File: config.mk
export PLATFORM = sky130hd
export DESIGN_NAME = video_stream_arbiter
export DESIGN_NICKNAME = d
export VERILOG_FILES = /design/src/rtl/video_arb_pkg.sv /design/src/rtl/video_st_reg_slice.sv /design/src/rtl/video_stream_arbiter.sv
export SDC_FILE = /design/constraint.sdc
export NUM_CORES = 1
export LEC_CHECK = 0
export ABC_AREA = 1
export CORE_ASPECT_RATIO = 1.1
export CORE_MARGIN = 2
export CORE_UTILIZATION = 38
export DETAILED_ROUTE_END_ITERATION = 8
export HOLD_SLACK_MARGIN = 0.03
export PLACE_DENSITY_LB_ADDON = 0.05
export SLEW_MARGIN = 40
export SYNTH_ARGS = -nofsm -noshare
export SYNTH_HDL_FRONTEND = slang
export SYNTH_HIERARCHICAL = 1
export SYNTH_SLANG_ARGS = --single-unit
File: constraint.sdc
create_clock -name clk -period 1.65 [get_ports clk]
set_clock_uncertainty 0.15 [all_clocks]
set_input_delay 0.33 -clock clk [delete_from_list [all_inputs] [get_ports clk]]
set_output_delay 0.33 -clock clk [all_outputs]
set_load 0.05 [all_outputs]
File: src/rtl/video_arb_pkg.sv
// Shared types and constants for the two-input video stream packet arbiter.
// The optional ARB_STATS_EN macro affects only video_stream_arbiter.
package video_arb_pkg;

    localparam int unsigned DEFAULT_BITWIDTH  = 32;
    localparam int unsigned DEFAULT_CNT_WIDTH = 16;

    typedef enum logic [0:0] {
        ST_IDLE = 1'b0,
        ST_LOCK = 1'b1
    } arb_state_e;

    localparam logic [1:0] GNT_NONE = 2'b00;
    localparam logic [1:0] GNT_0    = 2'b01;
    localparam logic [1:0] GNT_1    = 2'b10;

    // Input index owning a one-hot grant (0 for GNT_0, 1 for GNT_1)
    function automatic logic gnt_owner(input logic [1:0] gnt);
        return gnt[1];
    endfunction

endpackage

File: src/rtl/video_st_reg_slice.sv
// Single-stage Avalon-ST register slice carrying data/sop/eop/valid.
// Accepts a new beat whenever the held beat is empty or being consumed.
module video_st_reg_slice
    import video_arb_pkg::*;
#(
    parameter int unsigned BITWIDTH = DEFAULT_BITWIDTH
) (
    input  logic                clk,
    input  logic                rst_n,
    input  logic [BITWIDTH-1:0] in_data,
    input  logic                in_valid,
    input  logic                in_sop,
    input  logic                in_eop,
    output logic                slice_free,
    output logic [BITWIDTH-1:0] out_data,
    output logic                out_valid,
    output logic                out_sop,
    output logic                out_eop,
    input  logic                out_ready
);

    logic [BITWIDTH-1:0] data_r;
    logic                valid_r;
    logic                sop_r;
    logic                eop_r;

    assign slice_free = ~valid_r | out_ready;
    assign out_data   = data_r;
    assign out_valid  = valid_r;
    assign out_sop    = sop_r;
    assign out_eop    = eop_r;

    // Output beat register; holds its contents while stalled downstream
    always_ff @(posedge clk or negedge rst_n) begin
        if (!rst_n) begin
            data_r  <= {BITWIDTH{1'b0}};
            valid_r <= 1'b0;
            sop_r   <= 1'b0;
            eop_r   <= 1'b0;
        end else if (slice_free) begin
            valid_r <= in_valid;
            if (in_valid) begin
                data_r <= in_data;
                sop_r  <= in_sop;
                eop_r  <= in_eop;
            end else begin
                sop_r  <= 1'b0;
                eop_r  <= 1'b0;
            end
        end
    end

endmodule

File: src/rtl/video_stream_arbiter.sv
// Two-input round-robin packet arbiter merging SOP/EOP framed video streams.
// Define ARB_STATS_EN to add the per-input completed-packet counters.
module video_stream_arbiter
    import video_arb_pkg::*;
#(
    parameter int unsigned BITWIDTH  = DEFAULT_BITWIDTH,
    parameter int unsigned CNT_WIDTH = DEFAULT_CNT_WIDTH
) (
    input  logic                 clk,
    input  logic                 rst_n,
    input  logic [BITWIDTH-1:0]  sink0_data,
    input  logic                 sink0_valid,
    input  logic                 sink0_sop,
    input  logic                 sink0_eop,
    output logic                 sink0_ready,
    input  logic [BITWIDTH-1:0]  sink1_data,
    input  logic                 sink1_valid,
    input  logic                 sink1_sop,
    input  logic                 sink1_eop,
    output logic                 sink1_ready,
    output logic [BITWIDTH-1:0]  source_data,
    output logic                 source_valid,
    output logic                 source_sop,
    output logic                 source_eop,
    input  logic                 source_ready,
    output logic [1:0]           grant,
    output logic                 drop_pulse
`ifdef ARB_STATS_EN
    ,
    output logic [CNT_WIDTH-1:0] pkt_cnt0,
    output logic [CNT_WIDTH-1:0] pkt_cnt1
`endif
);

    arb_state_e          state_r;
    arb_state_e          state_s;
    logic [1:0]          grant_r;
    logic [1:0]          grant_s;
    logic                last_r;
    logic                last_s;
    logic                drop_r;
    logic                drop_s;
    logic                slice_free_s;
    logic                cand0_s;
    logic                cand1_s;
    logic                orphan0_s;
    logic                orphan1_s;
    logic                sel_s;
    logic                fwd_valid_s;
    logic                fwd_sop_s;
    logic                fwd_eop_s;
    logic [BITWIDTH-1:0] fwd_data_s;
    logic                acc_s;

    assign grant       = grant_r;
    assign drop_pulse  = drop_r;
    assign sink0_ready = (state_r == ST_LOCK) ? (slice_free_s & ~sel_s)
                       : (slice_free_s & ((fwd_valid_s & ~sel_s) | orphan0_s));
    assign sink1_ready = (state_r == ST_LOCK) ? (slice_free_s & sel_s)
                       : (slice_free_s & ((fwd_valid_s & sel_s) | orphan1_s));

    // State register: FSM state, grant, last-served pointer and drop pulse
    always_ff @(posedge clk or negedge rst_n) begin
        if (!rst_n) begin
            state_r <= ST_IDLE;
            grant_r <= GNT_NONE;
            last_r  <= 1'b1;
            drop_r  <= 1'b0;
        end else begin
            state_r <= state_s;
            grant_r <= grant_s;
            last_r  <= last_s;
            drop_r  <= drop_s;
        end
    end

    // Output comb: pick the serving input, orphan discards and the beat offered to the slice
    always_comb begin
        cand0_s   = sink0_valid & sink0_sop;
        cand1_s   = sink1_valid & sink1_sop;
        orphan0_s = 1'b0;
        orphan1_s = 1'b0;
        sel_s     = 1'b0;
        fwd_valid_s = 1'b0;
        drop_s    = 1'b0;
        case (state_r)
            ST_IDLE: begin
                orphan0_s = sink0_valid & ~sink0_sop;
                orphan1_s = sink1_valid & ~sink1_sop;
                if (cand0_s && cand1_s) begin
                    fwd_valid_s = 1'b1;
                    sel_s       = ~last_r;
                end else if (cand0_s) begin
                    fwd_valid_s = 1'b1;
                    sel_s       = 1'b0;
                end else if (cand1_s) begin
                    fwd_valid_s = 1'b1;
                    sel_s       = 1'b1;
                end else begin
                    fwd_valid_s = 1'b0;
                    sel_s       = 1'b0;
                end
                drop_s = slice_free_s & (orphan0_s | orphan1_s);
            end
            ST_LOCK: begin
                sel_s       = gnt_owner(grant_r);
                fwd_valid_s = sel_s ? sink1_valid : sink0_valid;
                drop_s      = 1'b0;
            end
            default: begin
                sel_s       = 1'b0;
                fwd_valid_s = 1'b0;
                drop_s      = 1'b0;
            end
        endcase
        fwd_data_s = sel_s ? sink1_data : sink0_data;
        fwd_sop_s  = sel_s ? sink1_sop  : sink0_sop;
        fwd_eop_s  = sel_s ? sink1_eop  : sink0_eop;
        acc_s      = fwd_valid_s & slice_free_s;
    end

    // Next-state comb: lock on a multi-beat SOP, release on the accepted EOP
    always_comb begin
        state_s = state_r;
        grant_s = grant_r;
        last_s  = last_r;
        case (state_r)
            ST_IDLE: begin
                if (acc_s) begin
                    last_s = sel_s;
                    if (!fwd_eop_s) begin
                        state_s = ST_LOCK;
                        grant_s = sel_s ? GNT_1 : GNT_0;
                    end else begin
                        state_s = ST_IDLE;
                        grant_s = GNT_NONE;
                    end
                end else begin
                    state_s = ST_IDLE;
                    grant_s = GNT_NONE;
                end
            end
            ST_LOCK: begin
                if (acc_s && fwd_eop_s) begin
                    state_s = ST_IDLE;
                    grant_s = GNT_NONE;
                end else begin
                    state_s = ST_LOCK;
                    grant_s = grant_r;
                end
            end
            default: begin
                state_s = ST_IDLE;
                grant_s = GNT_NONE;
            end
        endcase
    end

    video_st_reg_slice #(
        .BITWIDTH (BITWIDTH)
    ) u_slice (
        .clk        (clk),
        .rst_n      (rst_n),
        .in_data    (fwd_data_s),
        .in_valid   (fwd_valid_s),
        .in_sop     (fwd_sop_s),
        .in_eop     (fwd_eop_s),
        .slice_free (slice_free_s),
        .out_data   (source_data),
        .out_valid  (source_valid),
        .out_sop    (source_sop),
        .out_eop    (source_eop),
        .out_ready  (source_ready)
    );

`ifdef ARB_STATS_EN
    localparam logic [CNT_WIDTH-1:0] CNT_ONE = {{(CNT_WIDTH-1){1'b0}}, 1'b1};

    logic [CNT_WIDTH-1:0] cnt0_r;
    logic [CNT_WIDTH-1:0] cnt1_r;

    assign pkt_cnt0 = cnt0_r;
    assign pkt_cnt1 = cnt1_r;

    // Completed-packet counters, bumped on each accepted EOP of the serving input
    always_ff @(posedge clk or negedge rst_n) begin
        if (!rst_n) begin
            cnt0_r <= {CNT_WIDTH{1'b0}};
            cnt1_r <= {CNT_WIDTH{1'b0}};
        end else if (acc_s && fwd_eop_s) begin
            if (sel_s) begin
                cnt1_r <= cnt1_r + CNT_ONE;
            end else begin
                cnt0_r <= cnt0_r + CNT_ONE;
            end
        end
    end
`else
    if (CNT_WIDTH == 0) begin : g_cnt_width_check
        $error("CNT_WIDTH must be non-zero");
    end
`endif

endmodule

==> results of run 1 <==
[routing by layer]
metal  GRT usage (%)  share of wire, %
met5               0                 0
met4            4.62              0.48
met3            3.74               4.8
met2            32.0                52
met1            22.3                43
[cells in the mapped netlist]
| master | count |
|---|---|
| sky130_fd_sc_hd__buf_8 | 1 |
| sky130_fd_sc_hd__a21oi_1 | 1 |
| sky130_fd_sc_hd__dfrtp_1 | 39 |
| sky130_fd_sc_hd__o21ai_0 | 4 |
| sky130_fd_sc_hd__buf_6 | 4 |
| sky130_fd_sc_hd__mux2_4 | 26 |
| sky130_fd_sc_hd__nor3_1 | 1 |
| sky130_fd_sc_hd__buf_2 | 2 |
| sky130_fd_sc_hd__inv_2 | 1 |
| sky130_fd_sc_hd__nand2_4 | 3 |
| sky130_fd_sc_hd__mux2_2 | 6 |
| sky130_fd_sc_hd__o22ai_1 | 1 |
| sky130_fd_sc_hd__nand3_1 | 13 |
| sky130_fd_sc_hd__nand2_1 | 83 |
| sky130_fd_sc_hd__nor2_2 | 1 |
| sky130_fd_sc_hd__nand2_8 | 1 |
| sky130_fd_sc_hd__nor2_1 | 3 |
| sky130_fd_sc_hd__dfstp_2 | 1 |
| sky130_fd_sc_hd__inv_1 | 9 |
| sky130_fd_sc_hd__o211ai_1 | 1 |
| sky130_fd_sc_hd__o21a_1 | 1 |
| sky130_fd_sc_hd__nand2_2 | 2 |
| sky130_fd_sc_hd__buf_4 | 2 |
| sky130_fd_sc_hd__buf_12 | 6 |
| sky130_fd_sc_hd__nand3_2 | 29 |
[worst paths after layout]
check,startpoint,end,cells after the start
hold reg to reg,last_r,last_r,2
max in group asynchronous,rst_n,grant[1],3
min in group clk,last_r,last_r,2
setup / recovery,last_r,sink0_ready,5
setup reg to reg,last_r,u_slice/out_data[14],9
hold / removal,rst_n,u_slice/out_data[22],2
[registers in the layout (all words and copies together), names as in the netlist, named ones only]
register,flops
u_slice/out_valid,1
u_slice/out_sop,1
drop_pulse,1
u_slice/out_eop,1
last_r,1
grant,2
u_slice/out_data,32
[layout make-up]
| class | instances | area [um2] | share of cell area, % |
|---|---|---|---|
| Clock buffer | 6 | 82.6 | 1.84 |
| Clock inverter | 2 | 10.0 | 0.223 |
| Inverter | 10 | 40.0 | 0.891 |
| Multi-Input combinational cell | 176 | 1370 | 30.4 |
| Sequential cell | 40 | 1000 | 22.4 |
| Tap cell | 82 | 103 | 2.28 |
| Timing Repair Buffer | 143 | 1890 | 42.0 |
[stage by stage]
step / total power, W / TNS, ns / worst slack [ns] / instances
CTS: 0.00862 / -5.99 / -0.354 / 459
global route: 0.00905 / -8.52 / -0.417 / 459
finish: 0.00862 / -6.36 / -0.340 / 459
global placement: 0.00768 / -15.59 / -0.434 / 445
floorplan: 0.00499 / -0.106 / -0.0638 / 241
detailed placement: 0.00774 / -16.39 / -0.461 / 445
[timing repair]
item                                   in CTS  in global routing
hold buffers                                1                  0
setup endpoints to repair                  34                 39
buffers inserted                            3                  1
gates cloned                                2                  0
endpoints found under the hold margin      14                  0
pin swaps                                  25                  5
gates resized for setup                    19                 17
[power by group]
| part | total (W) | switching, W | internal (W) |
|---|---|---|---|
| Clock | 0.000677 | 0.000343 | 0.000334 |
| Sequential | 0.00195 | 0.000495 | 0.00145 |
| Combinational | 0.00600 | 0.00307 | 0.00292 |
| Total | 0.00862 | 0.00391 | 0.00471 |
[kinds of logic after synthesis]
group                  count (synthesis)
buffers and inverters                 25
flip-flops                            40
AND/OR/NAND/NOR                      136
multiplexers                          32
AO/OA/AOI/OAI                          8
[worst max-delay path: stages, from the launching register on]
cell and delay, ns:
sky130_fd_sc_hd__dfstp_2 0.55, sky130_fd_sc_hd__nand3_2 0.09, sky130_fd_sc_hd__nand2_4 0.11, sky130_fd_sc_hd__o211ai_1 0.14
sky130_fd_sc_hd__a21oi_4 0.18, sky130_fd_sc_hd__buf_12 0.15
==> run summary, run 1 <==
The worst setup path is launched from a flop. The total of max-cap violations was 0; the sequential fraction of the synthesis area was 40.0%. The share of the synthesized area in the top cell type came out at 39.0%. In this run the worst hold path is classified as input pin to async pin. The post-synthesis compound-gate area fraction works out to 1.85%. The setup path with the least slack is of type flop to output pin. The run gives 314 as the post-synthesis net count. The analysis attributes to cell leakage a power of 2.11 nW. The run gives 1.51 ns as the data arrival time of the critical path. The tree built by TritonCTS fans out to 40 sinks. The mux cell area share after synthesis came out at 18.3%. The run gives 2 as the depth of the CTS H-tree.

Area share of xor/xnor cells in the synthesized design: 0%. The routed wirelength normalized by instance count is 14.1 um, and the largest net degree at the start of global routing is 30. After synthesis, the largest family of logic cells by area is simple AND/OR/NAND/NOR gates. Hold is met by 0.339 ns. Across all register-to-register paths, the minimum setup slack is -0.24 ns. The tools report the total congestion overflow as 0.

The total count of hold-check failures in the final report is 0. During synthesis, Yosys emitted a total of 6 warnings. The global-route wire length before repair is 9.98 mm. During I/O placement, the number of pins put on the boundary was 113.

The floorplan has 31 rows. The post-placement cell area was 4210 um2; the starting density of the core was 38.7%. The total wire length came out at 6.45 mm. The data required time of the critical path was 1.17 ns. sky130_fd_sc_hd__dfrtp_1 takes more of the synthesized area than any other cell. From synthesis to final layout, the design area changed by 79.4%.

Commonest non-fill, non-tap cell in the layout: sky130_fd_sc_hd__nand2_1. The worst path uses 121% of the clock period. The post-synthesis share of cell area spent on and, or, nand and nor gates was 30.2%; the number of antenna violations at the first check in global routing was 0. After synthesis, the mean cell area works out to 10.4 um2. Input and output buffers added on the ports amount to 112.

IR analysis of the VDD net gives a maximum drop of 1040 uV. The final-report max-slew violation count is 0, and the critical-path maximum fanout is 3. In this run the tightest slew margin relative to its limit is 74.0%. The detailed router finished its first iteration with 49 violations.

The smallest clock period supported by the final layout is computed as 1.99 ns. Leaving out fill and tap cells, the most frequent cells in the layout are sky130_fd_sc_hd__nand2_1 (77), sky130_fd_sc_hd__clkdlybuf4s50_1 (67), sky130_fd_sc_hd__buf_12 (46), sky130_fd_sc_hd__nand3_2 (37), sky130_fd_sc_hd__dfrtp_1 (37). In this run the clock root is driven by a sky130_fd_sc_hd__clkbuf_8. In the routed design, unresolved DRC markers number 0. 0 antenna diodes ended up in the layout. The summed instance area of the synthesized netlist was 2500 um2; the synthesized instance count was 241. At the end of routability-driven placement, the weighted congestion stood at 0.765. The clock passes through at most 2 buffers. The number of different library cells used by synthesis comes to 25.

In the routed layout, each cell is associated on average with a via count of 4.66. The insertion delay to the later sink of the worst-skew pair came out at 0.29 ns. The checks that failed: negative setup slack. The global-route usage over all layers is 18.0%. From bottom edge to top edge, the die measures 89.2 um.

Sorting the synthesized cells by area gives the leading types as sky130_fd_sc_hd__dfrtp_1 (39%), sky130_fd_sc_hd__mux2_4 (16%), sky130_fd_sc_hd__nand2_1 (12%). Setup repair after global routing could not meet its margin everywhere. The core box area came out at 6480 um2. The first-pass iteration count of the detailed router is 2, and the total setup violations reported at the end of the flow is 34. The tools report the number of buffers inserted during clock tree synthesis as 5. Detailed placement finished with a half-perimeter wire length of 4.73 mm. Fraction of layout instances using a drive strength above 1: 45.4%.

The detail route stage leaves a number of antenna-violating nets equal to 0. Summing the areas of all fa, ha and maj instances in the mapped netlist gives 0% of the synthesized area. Clock-pin slew was measured on the worst setup and hold paths at 0.08 ns. TritonCTS built the clock tree.

The transition time at the pin with the least slew margin was 0.390 ns; the summed area of non-filler cells in the final layout was 4490 um2. The total of fill cells in the finished design is 507. The worst setup slack after layout was -0.340 ns. Measured along the x axis, the die boundary spans 81.4 um. After the last flow step, the layout net total stands at 449. Derived from the worst setup path, the maximum achievable clock frequency is 502 MHz. The final design utilization came out at 69.4%.

The synthesized design contains 40 register bits. The die covers 7260 um2. STA classifies the critical path endpoint as an output pin. In this run the power density over the cells is 1920 nW/um2. The logs give 2,097 for the via count of the first global-routing pass and 2,138 for the routed via count. The run finished, with violations left.
(Power assumes the default switching activity.)
==> run 2, diff against run 1 <==
--- a/config.mk
+++ b/config.mk
@@ -8,8 +8,9 @@
 export ABC_AREA = 1
 export CORE_ASPECT_RATIO = 1.1
 export CORE_MARGIN = 2
-export CORE_UTILIZATION = 38
+export CORE_UTILIZATION = 57
 export DETAILED_ROUTE_END_ITERATION = 8
+export DONT_BUFFER_PORTS = 1
 export HOLD_SLACK_MARGIN = 0.03
 export PLACE_DENSITY_LB_ADDON = 0.05
 export SLEW_MARGIN = 40
==> run summary, run 2 (synthesized netlist as in run 1, its figures left out) <==
The multi-input logic area is 1370 um2 (about the same). TritonCTS built the clock tree. For the I/O pin total, the log shows 113 (unchanged). The total setup violations reported at the end of the flow came out at 38 (was 34). The total of max-cap violations was 0 (unchanged); the die extent in x was 67.2 um (was 81.4 um). The power per cell area came out at 2190 nW/um2 (was 1920 nW/um2).

For the via count of the first global-routing pass, the log shows 1,865 (was 2,097). Most frequent cells in the layout: sky130_fd_sc_hd__nand2_1 (77), sky130_fd_sc_hd__dfrtp_1 (37), sky130_fd_sc_hd__nand3_2 (35), sky130_fd_sc_hd__mux2_4 (30), sky130_fd_sc_hd__buf_4 (12) (was sky130_fd_sc_hd__nand2_1 (77), sky130_fd_sc_hd__clkdlybuf4s50_1 (67), sky130_fd_sc_hd__buf_12 (46), sky130_fd_sc_hd__nand3_2 (37), sky130_fd_sc_hd__dfrtp_1 (37)). The run gives 1.46 ns (was 1.51 ns) as the data arrival time of the critical path. In this run the most critical hold path is launched from sink1_sop. The run gives 0.00637 W (was 0.00862 W) as the total power draw. For the number of cells in the design after placement, the log shows 295 (was 445). The transition time at the pin with the least slew margin came out at 0.502 ns (was 0.390 ns).

The critical-path maximum fanout works out to 2 (was 3). The tools report the final hold slack as 0.0484 ns (was 0.339 ns). The number of buffers inserted during clock tree synthesis is 5 (unchanged), and the final cell count without fillers is 312 (was 459). Worst setup path category: flop to output pin (unchanged). For the total of fill cells in the finished design, the log shows 350 (was 507). The worst-case vdd ir drop is 1150 uV (was 1040 uV).

Start of the worst register-to-register path: last_r (unchanged). The data required time of the critical path is 1.17 ns (about the same). The maximum clock path buffer count is 2 (unchanged), and the die outline height is 73.5 um (was 89.2 um).

The synthesis-to-finish area growth is 16.0% (was 79.4%), and the number of input and output port buffers inserted is 0 (was 112). The remaining routing DRC violations is 0 (unchanged), and the die area is 4940 um2 (was 7260 um2). Setup repair after global routing could not meet its margin everywhere. The first-pass iteration count of the detailed router was 5 (was 2). The pre-CTS worst setup slack was -0.0241 ns (was -0.461 ns). Kind of path behind the tightest hold check: input pin to flop (was input pin to async pin). Core box area: 4250 um2 (was 6480 um2). The share of the clock period used by the worst path was 117% (was 121%); the global-route wire length before repair was 8.76 mm (was 9.98 mm). Number of placement rows: 25 (was 31).

Number of clock sinks: 40 (unchanged). The shortest period the worst path allows is 1.94 ns (was 1.99 ns). The critical path launch point is last_r (unchanged).

The detail-routed via count per cell is 5.54 (was 4.66), and the largest net degree at the start of global routing is 41 (was 30). The tools report the final antenna-violating net count as 0 (unchanged). For the depth of the CTS H-tree, the log shows 2 (unchanged).

The tools report the starting density of the core as 58.9% (was 38.7%). The fraction of layout instances using a drive strength above 1 is 46.1% (was 45.4%), and the total congestion overflow is 0 (unchanged). The type of origin of the critical path was a flop (unchanged).

Clock input transition at the sequential cells of the worst setup and hold paths: 0.08 ns (about the same). The count of routing violations after the opening detailed-route iteration came out at 70 (was 49). The total wire length came out at 5.52 mm (was 6.45 mm). Violations in the final reports: negative setup slack (unchanged).

Net count of the finished layout: 330 (was 449). The run gives 23.5% (was 18.0%) as the global-route usage over all layers. The commonest non-fill, non-tap cell in the layout is sky130_fd_sc_hd__nand2_1 (unchanged). The tools report the placer's final routability congestion estimate as 0.716 (was 0.765).

The maximum clock frequency was 516 MHz (was 502 MHz); the final-report max-slew violation count was 0 (unchanged). The total count of hold-check failures in the final report was 0 (unchanged); the routed via count was 1,729 (was 2,138). The run finished, with violations left.

The logs give -0.288 ns (was -0.340 ns) for the worst setup slack after layout and 0 (unchanged) for the number of antenna violations at the first check in global routing. The tools report the tightest slew margin relative to the limit as 66.6% (was 74.0%). The clock tree root driver cell was sky130_fd_sc_hd__clkbuf_8 (unchanged). The leakage component of the power was 1.44 nW (was 2.11 nW); the number of flip-flops under the largest register name was 32 (unchanged). The sequential cell area came out at 1000 um2 (unchanged).

For the final design utilization, the log shows 68.3% (was 69.4%). The antenna diode instance count was 0 (unchanged). The sort of element at the end of the critical path is an output pin (unchanged).

The estimated wirelength of the detail-placed design was 3.80 mm (was 4.73 mm); the routed wirelength normalized by instance count was 17.7 um (was 14.1 um). The insertion delay to the later sink of the worst-skew pair is 0.29 ns (about the same).
-- run 2: final cells by class --
class                   instances  area share (%)
repair buffers                 24            10.6
clock buffers                   6            2.50
clock inverters                 2            1.21
multi-input cells             176            47.3
flip-flops and latches         40            34.6
well taps                      54            2.33
inverters                      10            1.46
-- run 2: where the power goes --
| part | internal [W] | switching [W] | total [W] |
|---|---|---|---|
| Combinational | 0.00102 | 0.00133 | 0.00235 |
| Sequential | 0.00142 | 0.00181 | 0.00324 |
| Clock | 0.000449 | 0.000335 | 0.000784 |
| Total | 0.00289 | 0.00348 | 0.00637 |
-- run 2: path summary, 6_finish.rpt --
path                       depth (start not counted)                   end  slack, ns
hold reg to reg                                    2                last_r       0.37
setup reg to reg                                   9  u_slice/out_data[13]      -0.21
max in group asynchronous                          2                last_r       0.74
min in group asynchronous                          2  u_slice/out_data[24]       0.35
hold / removal                                     3            drop_pulse       0.05
setup / recovery                                   5           sink0_ready      -0.29
-- run 2: repair_timing --
action	in CTS	in global routing
setup buffers	5	1
setup endpoints to repair	32	39
gates resized for setup	27	6
gates cloned	2	0
endpoints found under the hold margin	40	0
hold buffers	2	0
pin swaps	31	6
-- run 2: per-layer routing --
layer / vias to the layer above / part of all wire (%) / GRT usage [%]
li1: 820 / - / -
met1: 819 / 38 / 28.1
met2: 82 / 52 / 38.9
met3: 8 / 9.0 / 7.20
met4: 0 / 1.7 / 9.75
met5: - / 0 / 0
-- run 2: worst max-delay path, cell delays in order, from the launching register on --
cell	delay (ns)
sky130_fd_sc_hd__dfstp_2	0.54
sky130_fd_sc_hd__nand3_2	0.09
sky130_fd_sc_hd__nand2_4	0.08
sky130_fd_sc_hd__o211ai_1	0.12
sky130_fd_sc_hd__a21oi_4	0.17
sky130_fd_sc_hd__buf_12	0.15
-- run 2: through the flow --
step                      cell area [um2]  setup TNS (ns)
after global routing                 2910           -8.29
after floorplan                      2530          -0.106
after detailed placement             2540          -0.227
after global placement               2540               0
after CTS                            2890           -7.30
final                                2910           -6.50
==> run 3, diff against run 2 <==
--- a/config.mk
+++ b/config.mk
@@ -7,7 +7,6 @@
 export LEC_CHECK = 0
 export ABC_AREA = 1
 export CORE_ASPECT_RATIO = 1.1
-export CORE_MARGIN = 2
 export CORE_UTILIZATION = 57
 export DETAILED_ROUTE_END_ITERATION = 8
 export DONT_BUFFER_PORTS = 1
==> constraint.sdc (replaced) <==
create_clock -name clk -period 1.65 [get_ports clk]
set_clock_uncertainty 0.15 [all_clocks]
set_input_delay 0.33 -clock clk [delete_from_list [all_inputs] [get_ports clk]]
set_output_delay 0.33 -clock clk [all_outputs]
set_load 0.02 [all_outputs]
==> run summary, run 3 (synthesized netlist as in run 1, its figures left out) <==
Worst-case vdd ir drop: 1040 uV (was 1150 uV). The logic depth of the worst register-to-register path was 9 (unchanged). The remaining routing DRC violations came out at 0 (unchanged). The logs give 0 (unchanged) for the total count of hold-check failures in the final report and 0 (unchanged) for the final antenna-violating net count. The cell depth of the worst hold path works out to 3 (unchanged). The worst flop-to-flop path endpoint is u_slice/out_data[31] (was u_slice/out_data[13]). Data required time of the critical path: 1.17 ns (about the same).

The starting density of the core was 61.3% (was 58.9%); the insertion delay to the later sink of the worst-skew pair was 0.30 ns (was 0.29 ns). The leakage component of the power was 1.47 nW (was 1.44 nW). For the total of max-cap violations, the log shows 0 (unchanged). The I/O pin total was 113 (unchanged). The routed wirelength normalized by instance count came out at 17.6 um (was 17.7 um).

The tools report the start of the worst register-to-register path as last_r (unchanged). The tools report the estimated wirelength of the detail-placed design as 3.55 mm (was 3.80 mm). The maximum clock frequency was 533 MHz (was 516 MHz).

Violations in the final reports: negative setup slack (unchanged). The tools report the via count of the first global-routing pass as 1,851 (was 1,865). The start point of the worst hold path is sink1_sop (unchanged).

The count of routing violations after the opening detailed-route iteration was 61 (was 70); the number of flip-flops under the largest register name was 32 (unchanged). The run gives 292 (was 295) as the number of cells in the design after placement. The sort of element at the end of the critical path was an output pin (unchanged).

Final design utilization: 72.8% (was 68.3%). Shortest period the worst path allows: 1.87 ns (was 1.94 ns). The core box area was 4080 um2 (was 4250 um2).

The share of the clock period used by the worst path works out to 114% (was 117%). Commonest non-fill, non-tap cell in the layout: sky130_fd_sc_hd__nand2_1 (unchanged). The logs give 2 (unchanged) for the depth of the CTS H-tree and 0.0405 ns (was 0.0484 ns) for the final hold slack. The logs give 4660 um2 (was 4940 um2) for the die area and 294 (was 350) for the total of fill cells in the finished design. The clock tree root driver cell is sky130_fd_sc_hd__clkbuf_8 (unchanged). The logs give 79.9% (was 66.6%) for the tightest slew margin relative to the limit and 8.65 mm (was 8.76 mm) for the global-route wire length before repair. Die outline height: 71.5 um (was 73.5 um). The critical-path maximum fanout was 4 (was 2); the number of buffers inserted during clock tree synthesis was 5 (unchanged). The tools report the pre-CTS worst setup slack as -0.0812 ns (was -0.0241 ns). The final cell count without fillers was 314 (was 312).

The number of input and output port buffers inserted was 0 (unchanged); the transition time at the pin with the least slew margin was 0.300 ns (was 0.502 ns). The run gives -0.20 ns (was -0.21 ns) as the internal reg-to-reg setup slack. The die extent in x was 65.2 um (was 67.2 um); the clock input transition at the sequential cells of the worst setup and hold paths was 0.08 ns (about the same). The tools report the placer's final routability congestion estimate as 0.765 (was 0.716).

The detail-routed via count per cell is 5.61 (was 5.54). The net count of the finished layout was 334 (was 330). Setup repair after global routing could not meet its margin everywhere.

The tools report the largest net degree at the start of global routing as 41 (unchanged). Kind of path behind the tightest hold check: input pin to flop (unchanged). The flow ran to the end, but the final reports show violations. The final-report max-slew violation count is 0 (unchanged), and the routed via count is 1,760 (was 1,729). Power per cell area: 1840 nW/um2 (was 2190 nW/um2).

The type of origin of the critical path is a flop (unchanged). The run gives 5.53 mm (was 5.52 mm) as the total wire length. The global-route usage over all layers was 24.6% (was 23.5%); the number of antenna violations at the first check in global routing was 0 (unchanged).

The first-pass iteration count of the detailed router is 4 (was 5). Most frequent cells in the layout: sky130_fd_sc_hd__nand2_1 (72), sky130_fd_sc_hd__dfrtp_1 (39), sky130_fd_sc_hd__nand3_2 (35), sky130_fd_sc_hd__mux2_4 (27), sky130_fd_sc_hd__buf_4 (11) (was sky130_fd_sc_hd__nand2_1 (77), sky130_fd_sc_hd__dfrtp_1 (37), sky130_fd_sc_hd__nand3_2 (35), sky130_fd_sc_hd__mux2_4 (30), sky130_fd_sc_hd__buf_4 (12)). The worst setup path category was flop to output pin (unchanged). The data arrival time of the critical path was 1.39 ns (was 1.46 ns). The number of clock sinks is 40 (unchanged). The synthesis-to-finish area growth is 18.7% (was 16.0%).

For the worst setup slack after layout, the log shows -0.225 ns (was -0.288 ns). The fraction of layout instances using a drive strength above 1 is 48.1% (was 46.1%). TritonCTS built the clock tree. The total setup violations reported at the end of the flow is 38 (unchanged).

For the maximum clock path buffer count, the log shows 2 (unchanged). The destination of the worst hold path was drop_pulse (unchanged). The tools report the total congestion overflow as 0 (unchanged).

The antenna diode instance count came out at 0 (unchanged). For the number of placement rows, the log shows 24 (was 25).
## run 3: where the power goes
| part | internal (W) | switching [W] | leakage [nW] |
|---|---|---|---|
| clock network | 0.000449 | 0.000350 | 0.0552 |
| logic | 0.00108 | 0.00128 | 0.917 |
| registers | 0.00145 | 0.000858 | 0.494 |
| total | 0.00297 | 0.00249 | 1.47 |
## run 3: cell type report
class / count / area (um2) / area share [%]
clock buffers: 6 / 72.6 / 2.44
multi-input cells: 176 / 1390 / 46.6
well taps: 52 / 65.1 / 2.19
flip-flops and latches: 40 / 1000 / 33.7
inverters: 10 / 37.5 / 1.26
repair buffers: 28 / 374 / 12.6
clock inverters: 2 / 35.0 / 1.18
## run 3: routing by layer
layer | GRT usage, % | up-vias | part of all wire (%)
li1 | - | 829 | -
met1 | 27.7 | 846 | 38
met2 | 43.8 | 76 | 53
met3 | 7.48 | 9 | 7.6
met4 | 8.45 | 0 | 1.6
met5 | 0 | - | 0
## run 3: repair_timing
item / in CTS / in global routing
resized for setup: 22 / 18
endpoints found under the hold margin: 40 / 0
pin swaps: 18 / 17
hold buffers: 2 / 0
cloned: 3 / 0
buffers inserted: 7 / 2
endpoints found under the setup margin: 24 / 41
## run 3: how the worst max path moves through the flow
stage | start | end | slack (ns)
floorplan | last_r | sink1_ready | 0.009
global placement | last_r | u_slice/out_data[15] | -0.04
detailed placement | last_r | u_slice/out_data[22] | -0.08
CTS | last_r | sink0_ready | -0.25
global route | last_r | sink1_ready | -0.28
finish | last_r | sink1_ready | -0.22
## run 3: through the flow
stage | total power, W | area [um2] | TNS (ns)
final | 0.00546 | 2970 | -6.75
after global routing | 0.00581 | 2970 | -8.90
after CTS | 0.00533 | 2890 | -5.90
after detailed placement | 0.00420 | 2510 | -1.43
after global placement | 0.00411 | 2510 | -0.646
after floorplan | 0.00393 | 2510 | 0
## run 3: worst max-delay path: stages, from the launching register on
cell and delay (ns):
sky130_fd_sc_hd__dfstp_2 0.55, sky130_fd_sc_hd__nand3_2 0.08, sky130_fd_sc_hd__nand2_4 0.08, sky130_fd_sc_hd__buf_6 0.11, sky130_fd_sc_hd__nand2_8 0.07, sky130_fd_sc_hd__o21ai_4 0.13
sky130_fd_sc_hd__inv_2 0.08
